[config.mk]
export PLATFORM = sky130hd
export DESIGN_NAME = connect_n_engine
export DESIGN_NICKNAME = d
export VERILOG_FILES = /design/src/rtl/connect_n_engine.sv
export SDC_FILE = /design/constraint.sdc
export NUM_CORES = 1
export LEC_CHECK = 0
export BUFFER_PORTS_ARGS = -buffer_cell sky130_fd_sc_hd__buf_2
export CAP_MARGIN = 20
export CELL_PAD_IN_SITES_DETAIL_PLACEMENT = 0
export CELL_PAD_IN_SITES_GLOBAL_PLACEMENT = 1
export CORE_MARGIN = 2
export CORE_UTILIZATION = 40
export DETAILED_ROUTE_END_ITERATION = 12
export PLACE_DENSITY = 0.66
export SYNTH_ARGS = -nofsm -noshare
export SYNTH_HDL_FRONTEND = slang
export SYNTH_SLANG_ARGS = --single-unit
export TNS_END_PERCENT = 20
[constraint.sdc]
create_clock -name clk -period 13.23 [get_ports clk]
set_clock_uncertainty 0.2 [all_clocks]
set_input_delay 2.646 -clock clk [delete_from_list [all_inputs] [get_ports clk]]
set_output_delay 2.646 -clock clk [all_outputs]
set_load 0.1 [all_outputs]
[src/rtl/connect_n_engine.sv]
// connect_n_engine
//   Game engine for the connect-N family. It holds the board, the per-column
//   fill heights, the cursor, whose turn it is and the end-of-game state.
//   After every accepted drop a sequential scanner walks outward from the new
//   piece, one cell per cycle, in four directions looking for WIN_LEN in a row.
//
// Ports
//   clk, rst              clock, asynchronous active-low reset
//   left, right, put      level buttons, acted on at their rising edge
//   new_game              synchronous board clear (level, any state)
//   rd_col, rd_row        display read address (row 0 = bottom)
//   rd_cell               combinational cell content, 0 empty / p+1 player p
//   cursor, player        selected column, player to move
//   busy                  high while the scanner runs
//   invalid_move          last put hit a full column (level)
//   win, winner           game won and by whom
//   win_col, win_row      anchor of the winning line (the last piece placed)
//   win_dir               0 horiz, 1 vert, 2 diag up-right, 3 diag down-right
//   full_panel            board full without a winner
module connect_n_engine #(
    parameter int COLS    = 7,
    parameter int ROWS    = 6,
    parameter int WIN_LEN = 4,
    parameter int PLAYERS = 2,
    parameter int WRAP    = 0,
    localparam int CW = $clog2(COLS),
    localparam int RW = $clog2(ROWS),
    localparam int PW = $clog2(PLAYERS + 1)
) (
    input  logic          clk,
    input  logic          rst,
    input  logic          left,
    input  logic          right,
    input  logic          put,
    input  logic          new_game,
    input  logic [CW-1:0] rd_col,
    input  logic [RW-1:0] rd_row,
    output logic [PW-1:0] rd_cell,
    output logic [CW-1:0] cursor,
    output logic [PW-1:0] player,
    output logic          busy,
    output logic          invalid_move,
    output logic          win,
    output logic [PW-1:0] winner,
    output logic [CW-1:0] win_col,
    output logic [RW-1:0] win_row,
    output logic [1:0]    win_dir,
    output logic          full_panel
);

    localparam int KW = $clog2(WIN_LEN + 1);
    localparam int HW = $clog2(ROWS + 1);
    localparam int NW = $clog2(COLS * ROWS + 1);
    // Signed probe coordinates need room for anchor +/- (WIN_LEN-1).
    localparam int SW = ((CW > RW) ? CW : RW) + 2;

    localparam logic [KW-1:0]        WIN_K       = KW'(WIN_LEN);
    localparam logic [KW-1:0]        LAST_STEP   = KW'(WIN_LEN - 1);
    localparam logic [KW-1:0]        ONE_K       = KW'(1);
    localparam logic [HW-1:0]        ROWS_H      = HW'(ROWS);
    localparam logic [NW-1:0]        CELLS_N     = NW'(COLS * ROWS);
    localparam logic [CW-1:0]        LAST_COL    = CW'(COLS - 1);
    localparam logic [PW-1:0]        LAST_PLAYER = PW'(PLAYERS - 1);
    localparam logic signed [SW-1:0] COLS_S      = $signed(SW'(COLS));
    localparam logic signed [SW-1:0] ROWS_S      = $signed(SW'(ROWS));
    localparam logic [CW:0]          COLS_RD     = (CW + 1)'(COLS);
    localparam logic [RW:0]          ROWS_RD     = (RW + 1)'(ROWS);
    localparam bit                   WRAP_EN     = (WRAP != 32'sd0);

    typedef enum logic [1:0] {
        ST_IDLE  = 2'd0,
        ST_CHECK = 2'd1,
        ST_DONE  = 2'd2
    } state_t;

    state_t        state_q, state_d;
    logic [PW-1:0] board_q  [COLS][ROWS];
    logic [PW-1:0] board_d  [COLS][ROWS];
    logic [HW-1:0] height_q [COLS];
    logic [HW-1:0] height_d [COLS];
    logic [NW-1:0] pieces_q, pieces_d;
    logic [CW-1:0] cursor_q, cursor_d;
    logic [PW-1:0] player_q, player_d;
    logic          busy_q, busy_d;
    logic          inv_q, inv_d;
    logic          win_q, win_d;
    logic [PW-1:0] winner_q, winner_d;
    logic [CW-1:0] win_col_q, win_col_d;
    logic [RW-1:0] win_row_q, win_row_d;
    logic [1:0]    win_dir_q, win_dir_d;
    logic          full_q, full_d;
    logic [CW-1:0] anchor_col_q, anchor_col_d;
    logic [RW-1:0] anchor_row_q, anchor_row_d;
    logic [1:0]    dir_q, dir_d;
    logic          fwd_q, fwd_d;
    logic [KW-1:0] step_q, step_d;
    logic [KW-1:0] count_q, count_d;
    logic [2:0]    btn_q, btn_d;

    logic                 left_edge_s, right_edge_s, put_edge_s;
    logic [RW-1:0]        drop_row_s;
    logic signed [SW-1:0] step_ext_s, dc_s, dr_s, pc_s, pr_s;
    logic                 probe_in_s;
    logic [CW-1:0]        probe_col_s;
    logic [RW-1:0]        probe_row_s;
    logic [PW-1:0]        probe_val_s;
    logic [PW-1:0]        piece_s;
    logic                 hit_s;

    // Button history and rising-edge detection; history tracks in every state
    // so a button held through CHECK does not fire when IDLE returns.
    always_comb begin
        btn_d        = {left, right, put};
        left_edge_s  = left  & ~btn_q[2];
        right_edge_s = right & ~btn_q[1];
        put_edge_s   = put   & ~btn_q[0];
        drop_row_s   = height_q[cursor_q][RW-1:0];
        piece_s      = player_q + PW'(1);
    end

    // Scanner probe: anchor offset by step along the current direction/side.
    always_comb begin
        step_ext_s = $signed(SW'(step_q));
        case (dir_q)
            2'd0: begin dc_s = step_ext_s;    dr_s = {SW{1'b0}};  end
            2'd1: begin dc_s = {SW{1'b0}};    dr_s = step_ext_s;  end
            2'd2: begin dc_s = step_ext_s;    dr_s = step_ext_s;  end
            2'd3: begin dc_s = step_ext_s;    dr_s = -step_ext_s; end
            default: begin dc_s = {SW{1'b0}}; dr_s = {SW{1'b0}};  end
        endcase
        if (!fwd_q) begin
            dc_s = -dc_s;
            dr_s = -dr_s;
        end else begin
            dc_s = dc_s;
            dr_s = dr_s;
        end
        pc_s = $signed(SW'(anchor_col_q)) + dc_s;
        pr_s = $signed(SW'(anchor_row_q)) + dr_s;
        probe_in_s = !pc_s[SW-1] && (pc_s < COLS_S) && !pr_s[SW-1] && (pr_s < ROWS_S);
        if (probe_in_s) begin
            probe_col_s = pc_s[CW-1:0];
            probe_row_s = pr_s[RW-1:0];
        end else begin
            probe_col_s = {CW{1'b0}};
            probe_row_s = {RW{1'b0}};
        end
        probe_val_s = board_q[probe_col_s][probe_row_s];
        hit_s       = probe_in_s && (probe_val_s == piece_s);
    end

    // Game FSM: new_game clear, move/drop handling in IDLE, win scan in CHECK.
    always_comb begin
        state_d      = state_q;
        board_d      = board_q;
        height_d     = height_q;
        pieces_d     = pieces_q;
        cursor_d     = cursor_q;
        player_d     = player_q;
        inv_d        = inv_q;
        win_d        = win_q;
        winner_d     = winner_q;
        win_col_d    = win_col_q;
        win_row_d    = win_row_q;
        win_dir_d    = win_dir_q;
        full_d       = full_q;
        anchor_col_d = anchor_col_q;
        anchor_row_d = anchor_row_q;
        dir_d        = dir_q;
        fwd_d        = fwd_q;
        step_d       = step_q;
        count_d      = count_q;

        if (new_game) begin
            for (int c = 0; c < COLS; c++) begin
                height_d[c] = {HW{1'b0}};
                for (int r = 0; r < ROWS; r++) begin
                    board_d[c][r] = {PW{1'b0}};
                end
            end
            state_d      = ST_IDLE;
            pieces_d     = {NW{1'b0}};
            cursor_d     = {CW{1'b0}};
            player_d     = {PW{1'b0}};
            inv_d        = 1'b0;
            win_d        = 1'b0;
            winner_d     = {PW{1'b0}};
            win_col_d    = {CW{1'b0}};
            win_row_d    = {RW{1'b0}};
            win_dir_d    = 2'd0;
            full_d       = 1'b0;
            anchor_col_d = {CW{1'b0}};
            anchor_row_d = {RW{1'b0}};
            dir_d        = 2'd0;
            fwd_d        = 1'b0;
            step_d       = {KW{1'b0}};
            count_d      = {KW{1'b0}};
        end else begin
            case (state_q)
                ST_IDLE: begin
                    if (put_edge_s) begin
                        // put wins over a simultaneous move; the move is lost
                        if (height_q[cursor_q] < ROWS_H) begin
                            board_d[cursor_q][drop_row_s] = piece_s;
                            height_d[cursor_q] = height_q[cursor_q] + HW'(1);
                            pieces_d     = pieces_q + NW'(1);
                            inv_d        = 1'b0;
                            anchor_col_d = cursor_q;
                            anchor_row_d = drop_row_s;
                            dir_d        = 2'd0;
                            fwd_d        = 1'b1;
                            step_d       = ONE_K;
                            count_d      = ONE_K;
                            state_d      = ST_CHECK;
                        end else begin
                            inv_d = 1'b1;
                        end
                    end else if (left_edge_s ^ right_edge_s) begin
                        inv_d = 1'b0;
                        if (left_edge_s) begin
                            if (cursor_q == {CW{1'b0}}) begin
                                cursor_d = WRAP_EN ? LAST_COL : cursor_q;
                            end else begin
                                cursor_d = cursor_q - CW'(1);
                            end
                        end else begin
                            if (cursor_q == LAST_COL) begin
                                cursor_d = WRAP_EN ? {CW{1'b0}} : cursor_q;
                            end else begin
                                cursor_d = cursor_q + CW'(1);
                            end
                        end
                    end else begin
                        state_d = ST_IDLE;
                    end
                end
                ST_CHECK: begin
                    if (hit_s && ((count_q + ONE_K) == WIN_K)) begin
                        win_d     = 1'b1;
                        winner_d  = player_q;
                        win_dir_d = dir_q;
                        win_col_d = anchor_col_q;
                        win_row_d = anchor_row_q;
                        state_d   = ST_DONE;
                    end else begin
                        if (hit_s) begin
                            count_d = count_q + ONE_K;
                        end else begin
                            count_d = count_q;
                        end
                        if (hit_s && (step_q != LAST_STEP)) begin
                            step_d = step_q + ONE_K;
                        end else begin
                            // this side is finished: mismatch, edge or max reach
                            step_d = ONE_K;
                            if (fwd_q) begin
                                fwd_d = 1'b0;
                            end else if (dir_q != 2'd3) begin
                                dir_d   = dir_q + 2'd1;
                                fwd_d   = 1'b1;
                                count_d = ONE_K;
                            end else if (pieces_q == CELLS_N) begin
                                full_d  = 1'b1;
                                state_d = ST_DONE;
                            end else begin
                                player_d = (player_q == LAST_PLAYER) ? {PW{1'b0}}
                                                                     : player_q + PW'(1);
                                state_d  = ST_IDLE;
                            end
                        end
                    end
                end
                ST_DONE: begin
                    state_d = ST_DONE;
                end
                default: begin
                    state_d = ST_IDLE;
                end
            endcase
        end
        busy_d = (state_d == ST_CHECK);
    end

    // State and board registers with asynchronous active-low reset.
    always_ff @(posedge clk or negedge rst) begin
        if (!rst) begin
            for (int c = 0; c < COLS; c++) begin
                height_q[c] <= {HW{1'b0}};
                for (int r = 0; r < ROWS; r++) begin
                    board_q[c][r] <= {PW{1'b0}};
                end
            end
            state_q      <= ST_IDLE;
            pieces_q     <= {NW{1'b0}};
            cursor_q     <= {CW{1'b0}};
            player_q     <= {PW{1'b0}};
            busy_q       <= 1'b0;
            inv_q        <= 1'b0;
            win_q        <= 1'b0;
            winner_q     <= {PW{1'b0}};
            win_col_q    <= {CW{1'b0}};
            win_row_q    <= {RW{1'b0}};
            win_dir_q    <= 2'd0;
            full_q       <= 1'b0;
            anchor_col_q <= {CW{1'b0}};
            anchor_row_q <= {RW{1'b0}};
            dir_q        <= 2'd0;
            fwd_q        <= 1'b0;
            step_q       <= {KW{1'b0}};
            count_q      <= {KW{1'b0}};
            btn_q        <= 3'b000;
        end else begin
            board_q      <= board_d;
            height_q     <= height_d;
            state_q      <= state_d;
            pieces_q     <= pieces_d;
            cursor_q     <= cursor_d;
            player_q     <= player_d;
            busy_q       <= busy_d;
            inv_q        <= inv_d;
            win_q        <= win_d;
            winner_q     <= winner_d;
            win_col_q    <= win_col_d;
            win_row_q    <= win_row_d;
            win_dir_q    <= win_dir_d;
            full_q       <= full_d;
            anchor_col_q <= anchor_col_d;
            anchor_row_q <= anchor_row_d;
            dir_q        <= dir_d;
            fwd_q        <= fwd_d;
            step_q       <= step_d;
            count_q      <= count_d;
            btn_q        <= btn_d;
        end
    end

    // Display read port; addresses past the board read as empty.
    always_comb begin
        if (({1'b0, rd_col} < COLS_RD) && ({1'b0, rd_row} < ROWS_RD)) begin
            rd_cell = board_q[rd_col][rd_row];
        end else begin
            rd_cell = {PW{1'b0}};
        end
    end

    assign cursor       = cursor_q;
    assign player       = player_q;
    assign busy         = busy_q;
    assign invalid_move = inv_q;
    assign win          = win_q;
    assign winner       = winner_q;
    assign win_col      = win_col_q;
    assign win_row      = win_row_q;
    assign win_dir      = win_dir_q;
    assign full_panel   = full_q;

endmodule

==> results of run 1 <==
state kept, by name (all words and copies together) (netlist names):
register and cells:
win 1, win_dir 2, win_col 3, full_panel 1, anchor_col_q 3, fwd_q 1, player 2, invalid_move 1
board_q 84, state_q 2, dir_q 2, btn_q 3, win_row 3, anchor_row_q 3, height_q 21, cursor 3
winner 2, step_q 3, busy 1, pieces_q 6, count_q 3
stage by stage:
step / std cells / hold WS (ns)
floorplan: 1013 / 0.2806
global placement: 1270 / 0.2980
detailed placement: 1270 / 0.3060
CTS: 1301 / 0.3209
global route: 1302 / 0.3541
finish: 1302 / 0.3123
path summary, 6_finish.rpt:
path | slack, ns | end | startpoint
max in group asynchronous | 9.35 | player[0]$_DFFE_PN0P_ | rst
min in group asynchronous | 2.11 | win_dir[1]$_DFFE_PN0P_ | rst
hold / removal | 0.31 | win_row[0]$_DFFE_PN0P_ | win_row[0]$_DFFE_PN0P_
hold reg to reg | 0.31 | win_row[0]$_DFFE_PN0P_ | win_row[0]$_DFFE_PN0P_
setup / recovery | 5.25 | rd_cell[0] | rd_col[0]
setup reg to reg | 7.27 | win_col[2]$_DFFE_PN0P_ | step_q[0]$_DFFE_PN0P_
layout make-up:
class,count,area [um2]
clock inverter,11,140.1
timing repair buffer,57,356.6
sequential,150,3754
multi-input combinational,755,5040
fill,2225,12380
tap,285,356.6
clock buffer,20,456.7
inverter,24,90.09
metal layers:
metal | vias up | share of wire | track usage
met5 | - | 0 | 0
met4 | 0 | 0.015 | 0.05679
met3 | 30 | 0.056 | 0.04095
met2 | 237 | 0.43 | 0.3308
met1 | 3746 | 0.50 | 0.3630
li1 | 3668 | - | -
cells by family after synthesis:
group / share of synthesized area
and+or+nand+nor: 0.1656
AOI/OAI and AO/OA: 0.2073
DFF: 0.4096
buffers and inverters: 0.04506
muxes: 0.1196
adders and majority gates: 0.03659
xor gates and xnor gates: 0.01625
Yosys cell counts (21+ instances only):
| cell type | count | area share |
|---|---|---|
| nor2_1 | 167 | 0.068 |
| dfrtp_1 | 150 | 0.41 |
| a21oi_1 | 132 | 0.072 |
| nand2_1 | 100 | 0.041 |
| clkbuf_1 | 69 | 0.028 |
| mux2i_1 | 51 | 0.056 |
| a311oi_1 | 43 | 0.041 |
| o21ai_0 | 27 | 0.015 |
| mux4_2 | 24 | 0.059 |
| inv_1 | 23 | 0.0094 |
| ha_1 | 22 | 0.030 |
| a211oi_1 | 21 | 0.017 |
critical path, stage by stage:
cell     delay (ns)
buf_2          0.50
nor2b_1        0.82
nand2_1        0.12
o21ai_0        0.10
mux4_2         0.28
mux2i_1        0.09
o22ai_1        0.13
buf_2          0.45
power by group through the flow:
stage / Combinational (mW) / Clock [mW] / Sequential (mW)
after floorplan: 0.177 / 0 / 0.496
after global routing: 0.281 / 0.535 / 0.495
after detailed placement: 0.254 / 0 / 0.501
after CTS: 0.254 / 0.514 / 0.493
final: 0.256 / 0.508 / 0.493
after global placement: 0.252 / 0 / 0.502
==> flow_summary.ini, run 1 <==
[floorplan]
die_h_um = 155.4
die-area_um2 = 24140
io_pins = 33
die_w_um = 155.4
start_util = 0.4060
fp-row-count = 55
coreArea_um2 = 22570

[critical_path]
critPathArrivalTime_ns = 5.13
rr_worst_depth = 19
worstSetupEndpointType = output port
cp.required_ns = 10.38
startpoint_type = input pin
crit_type = in2out
path_max_fanout = 25

[pwr]
p_clk_frac = 0.404
power-per-cell-area_nw_per_um2 = 123.2
netSwitchingFraction = 0.3289
share_seq_of_total_power = 0.392
p_leak_nw = 4.293
power_switching_mw = 0.4131
internal_power_mw = 0.8431
combPwrFrac = 0.203
finalPower_mw = 1.256
ir_worst_vdd_v = 0.00007197

[sta]
final_hold_viol_count = 0
setup_ws_ns = 5.249
setup_violations = 0
drv_slew = 0
finalSetupTns_ns = 0
slew_headroom = 0.3001
timing.final.crit_share = 0.6032
worstMarginPinSlew_ns = 1.050
rsz0062_at_grt = false
min_period_ns = 7.981
fmax_mhz = 125.3

[global_route]
antenna_found_initial = 0
grt_start_max_net_pins = 95
grt_pass1_vias = 7163
grt_overflow = 0
track_usage = 0.2320
grt_pass1_wl_um = 43450

[drt]
first_iter_violations = 697
viasPerCell = 5.899
dr.pass1.iters = 9
routed_wl_um = 27150
wl_per_cell_um = 20.85
drcViolationCount = 0
drtAntennaViolNets = 0
num_vias = 7681

[place]
dpl_worst_slack_ns = 5.230
port_buffers = 32
gp_congestion = 0.8593
hpwl_um = 17510
dpl-instance-area_um2 = 9589

[layout]
layout_common_cells = nor2_1 (162), dfrtp_1 (150), a21oi_1 (132)
fin_nets = 1042
fin_util = 0.4516
area.growth.synth_to_final_pct = 11.24
layout-drive-gt1-share = 0.1347
num_antenna_cells = 0
fin_area_um2 = 10190
final_common_cell = nor2_1

[min_path]
hold_class = reg2reg
hold_depth = 2

[clock_tree]
cts_hold_buf = 0
htree_levels = 4
post_cts_resized = 0
clockBufferDepth = 2
cts_tree = built
cts_setup_buffers = 0
cts_buffers = 17
cts.sinks = 150
cts_root_buffer = clkbuf_16
path_clk_slew_ns = 0.07
clk_latency_ns = 0.43

[synth]
ys.flop_type = dfrtp_1
synth-seq-cells = 150
async_flop_share = 1.000
synth_edf_count = 0
synth_cell_types = 69
yosysSeqAreaShare = 0.4096
synth_nets = 1050
syn_avg_cell_area_um2 = 9.046
synth_cells = 1013
yosys_warnings = 0
synth_area_um2 = 9164

[run_status]
outcome = complete, no violations

[flow_run]
cap_viol_max_count = 0
Power figures use the tool's default switching activity.
==> run 2: changes to the inputs <==
- ABC_AREA: not set -> 1
- PLACE_DENSITY: 0.66 -> 0.72
- clock period: 13.23 -> 6.7 ns (I/O delays scaled with it)
==> run 2 against run 1 <==
Compared with the run above: synthesized area about the same; critical path depth up 24; sequential share of layout area is 0.11 points higher; final cell count grew 23%; critical path type is now reg2reg; largest cell class unchanged.
==> flow_summary.ini, run 2 <==
[run_status]
outcome = complete, no violations

[critical_path]
startpoint_type = flop
worstSetupEndpointType = flop
max_stage_delay_ns = 0.47
cp_slowest_cell = fa_1
crit_top_cell = nand2_1
path_max_fanout = 45
critPathArrivalTime_ns = 5.98
cp.required_ns = 6.83
crit_type = reg2reg

[place]
dpl_worst_slack_ns = 0.8788
hpwl_um = 20230
gp_congestion = 0.8397
dpl-instance-area_um2 = 9573
port_buffers = 32

[sta]
final_hold_viol_count = 0
setup_ws_ns = 0.8467
finalSetupTns_ns = 0
slew_headroom = 0.3401
setup_violations = 0
fmax_mhz = 170.8
drv_slew = 0
timing.final.crit_share = 0.8736
rsz0062_at_grt = false
min_period_ns = 5.853
worstMarginPinSlew_ns = 0.9898

[drt]
drtAntennaViolNets = 0
routed_wl_um = 29180
first_iter_violations = 757
num_vias = 8594
dr.pass1.iters = 5
drcViolationCount = 0
viasPerCell = 5.385
wl_per_cell_um = 18.29

[clock_tree]
cts_root_buffer = clkbuf_16
cts_setup_buffers = 0
htree_levels = 4
clk_latency_ns = 0.44
clockBufferDepth = 2
cts.sinks = 150
cts_tree = built
post_cts_resized = 0
cts_buffers = 17
cts_hold_buf = 0
path_clk_slew_ns = 0.08

[min_path]
hold_class = reg2reg

[pwr]
combPwrFrac = 0.234
p_leak_nw = 4.585
finalPower_mw = 2.528
power-per-cell-area_nw_per_um2 = 248.8
share_seq_of_total_power = 0.377
ir_worst_vdd_v = 0.0001407
p_clk_frac = 0.390
power_switching_mw = 0.9202
netSwitchingFraction = 0.3640
internal_power_mw = 1.608

[synth]
synth_nets = 1322
synth_cell_types = 42
synth_edf_count = 0
netlist.area_leader.share = 0.4092
synth_cells = 1285
synth_most_common_cell = nand2_1
synth_area_um2 = 9173
syn_avg_cell_area_um2 = 7.138
yosysTopAreaCell = dfrtp_1
synth-seq-cells = 150
synthTopCellsByArea = dfrtp_1 (41%), nand2_1 (11%), inv_1 (7.9%)
yosys_warnings = 0
yosysSeqAreaShare = 0.4092
ys.flop_type = dfrtp_1
async_flop_share = 1.000
synth_commonest_cells = nand2_1 (277), inv_1 (194), dfrtp_1 (150), nor2_1 (139), o21ai_0 (126)

[global_route]
grt_pass1_wl_um = 47240
antenna_found_initial = 0
grt_pass1_vias = 8455
grt_overflow = 0
grt_start_max_net_pins = 104
track_usage = 0.2526

[layout]
final_common_cell = nand2_1
fin_nets = 1335
fin_util = 0.4502
top_register = board_q
fin_area_um2 = 10160
top_regs = board_q: 84 flops, height_q: 21 flops, pieces_q: 6 flops
largest_register_ffs = 84
area.growth.synth_to_final_pct = 10.79
layout_common_cells = nand2_1 (277), inv_1 (193), dfrtp_1 (150)
num_antenna_cells = 0
layout-drive-gt1-share = 0.07551

[floorplan]
coreArea_um2 = 22570
io_pins = 33
fp-row-count = 55
die_w_um = 155.4
die-area_um2 = 24160
die_h_um = 155.4
start_util = 0.4064

[flow_run]
cap_viol_max_count = 0
## run 2: cell count changes after synthesis, moves of 10 or more
cell and change:
o22ai_1 +52, o211ai_1 +10, nand3_1 +90, nand2_1 +177, clkbuf_1 -39, mux2i_1 -51, a311oi_1 -43, a211oi_1 -20
nor2_1 -28, inv_1 +171, a21oi_1 -78, nand2b_1 -16, o21ai_0 +99, mux4_2 -24
## run 2: area by class of cell
class | count | area [um2]
Clock buffer | 17 | 425.4
Clock inverter | 15 | 163.9
Fill cell | 2391 | 12410
Tap cell | 285 | 356.6
Inverter | 206 | 773.2
Sequential cell | 150 | 3754
Multi-Input combinational cell | 880 | 4441
Timing Repair Buffer | 43 | 249.0
## run 2: power groups by stage
stage / Sequential, mW / Combinational (mW) / Clock (mW)
floorplan: 0.983 / 0.401 / 0
global placement: 0.970 / 0.587 / 0
detailed placement: 0.970 / 0.588 / 0
CTS: 0.953 / 0.589 / 1.00
global route: 0.957 / 0.661 / 1.04
finish: 0.953 / 0.591 / 0.985
## run 2: final timing paths
| path | start | to | slack (ns) | cells after the start |
|---|---|---|---|---|
| worst max-delay path | dir_q[0]$_DFFE_PN0P_ | fwd_q$_DFFE_PN0P_ | 0.85 | 32 |
| worst min register to register | board_q[65]$_DFFE_PN0P_ | board_q[65]$_DFFE_PN0P_ | 0.29 | 2 |
| worst min-delay path | board_q[65]$_DFFE_PN0P_ | board_q[65]$_DFFE_PN0P_ | 0.29 | 2 |
| worst max register to register | dir_q[0]$_DFFE_PN0P_ | fwd_q$_DFFE_PN0P_ | 0.85 | 32 |
| max in group asynchronous | rst | board_q[34]$_DFFE_PN0P_ | 4.21 | 2 |
| min in group asynchronous | rst | board_q[70]$_DFFE_PN0P_ | 0.83 | 1 |
## run 2: per-layer routing
layer / global-route usage / vias up / wire, um
li1: - / 4248 / -
met1: 0.3481 / 4081 / 13670
met2: 0.4102 / 231 / 13510
met3: 0.04735 / 34 / 1480
met4: 0.06509 / 0 / 515
met5: 0 / - / 0
## run 2: worst max-delay path, delay by kind of cell, from the launching register on
kind / cells / cell delay [ns]
AOI/OAI and AO/OA: 3 / 0.29
buffers and inverters: 4 / 0.67
adders and majority gates: 3 / 1.12
and+or+nand+nor: 21 / 2.86
DFF: 1 / 0.40
xor gates and xnor gates: 1 / 0.17
## run 2: cells by family after synthesis
kind of cell / share of synthesized area
buffers and inverters: 0.1067
adders and majority gates: 0.03656
DFF: 0.4092
and+or+nand+nor: 0.2589
xor gates and xnor gates: 0.007638
muxes: 0.001228
AOI/OAI and AO/OA: 0.1798
## run 2: metrics by stage
stage	hold slack [ns]	std cells
2_1_floorplan	0.2523	1285
3_3_place_gp	0.2676	1564
3_5_place_dp	0.2741	1564
4_1_cts	0.2915	1596
5_1_grt	0.3371	1596
6_report	0.2932	1596
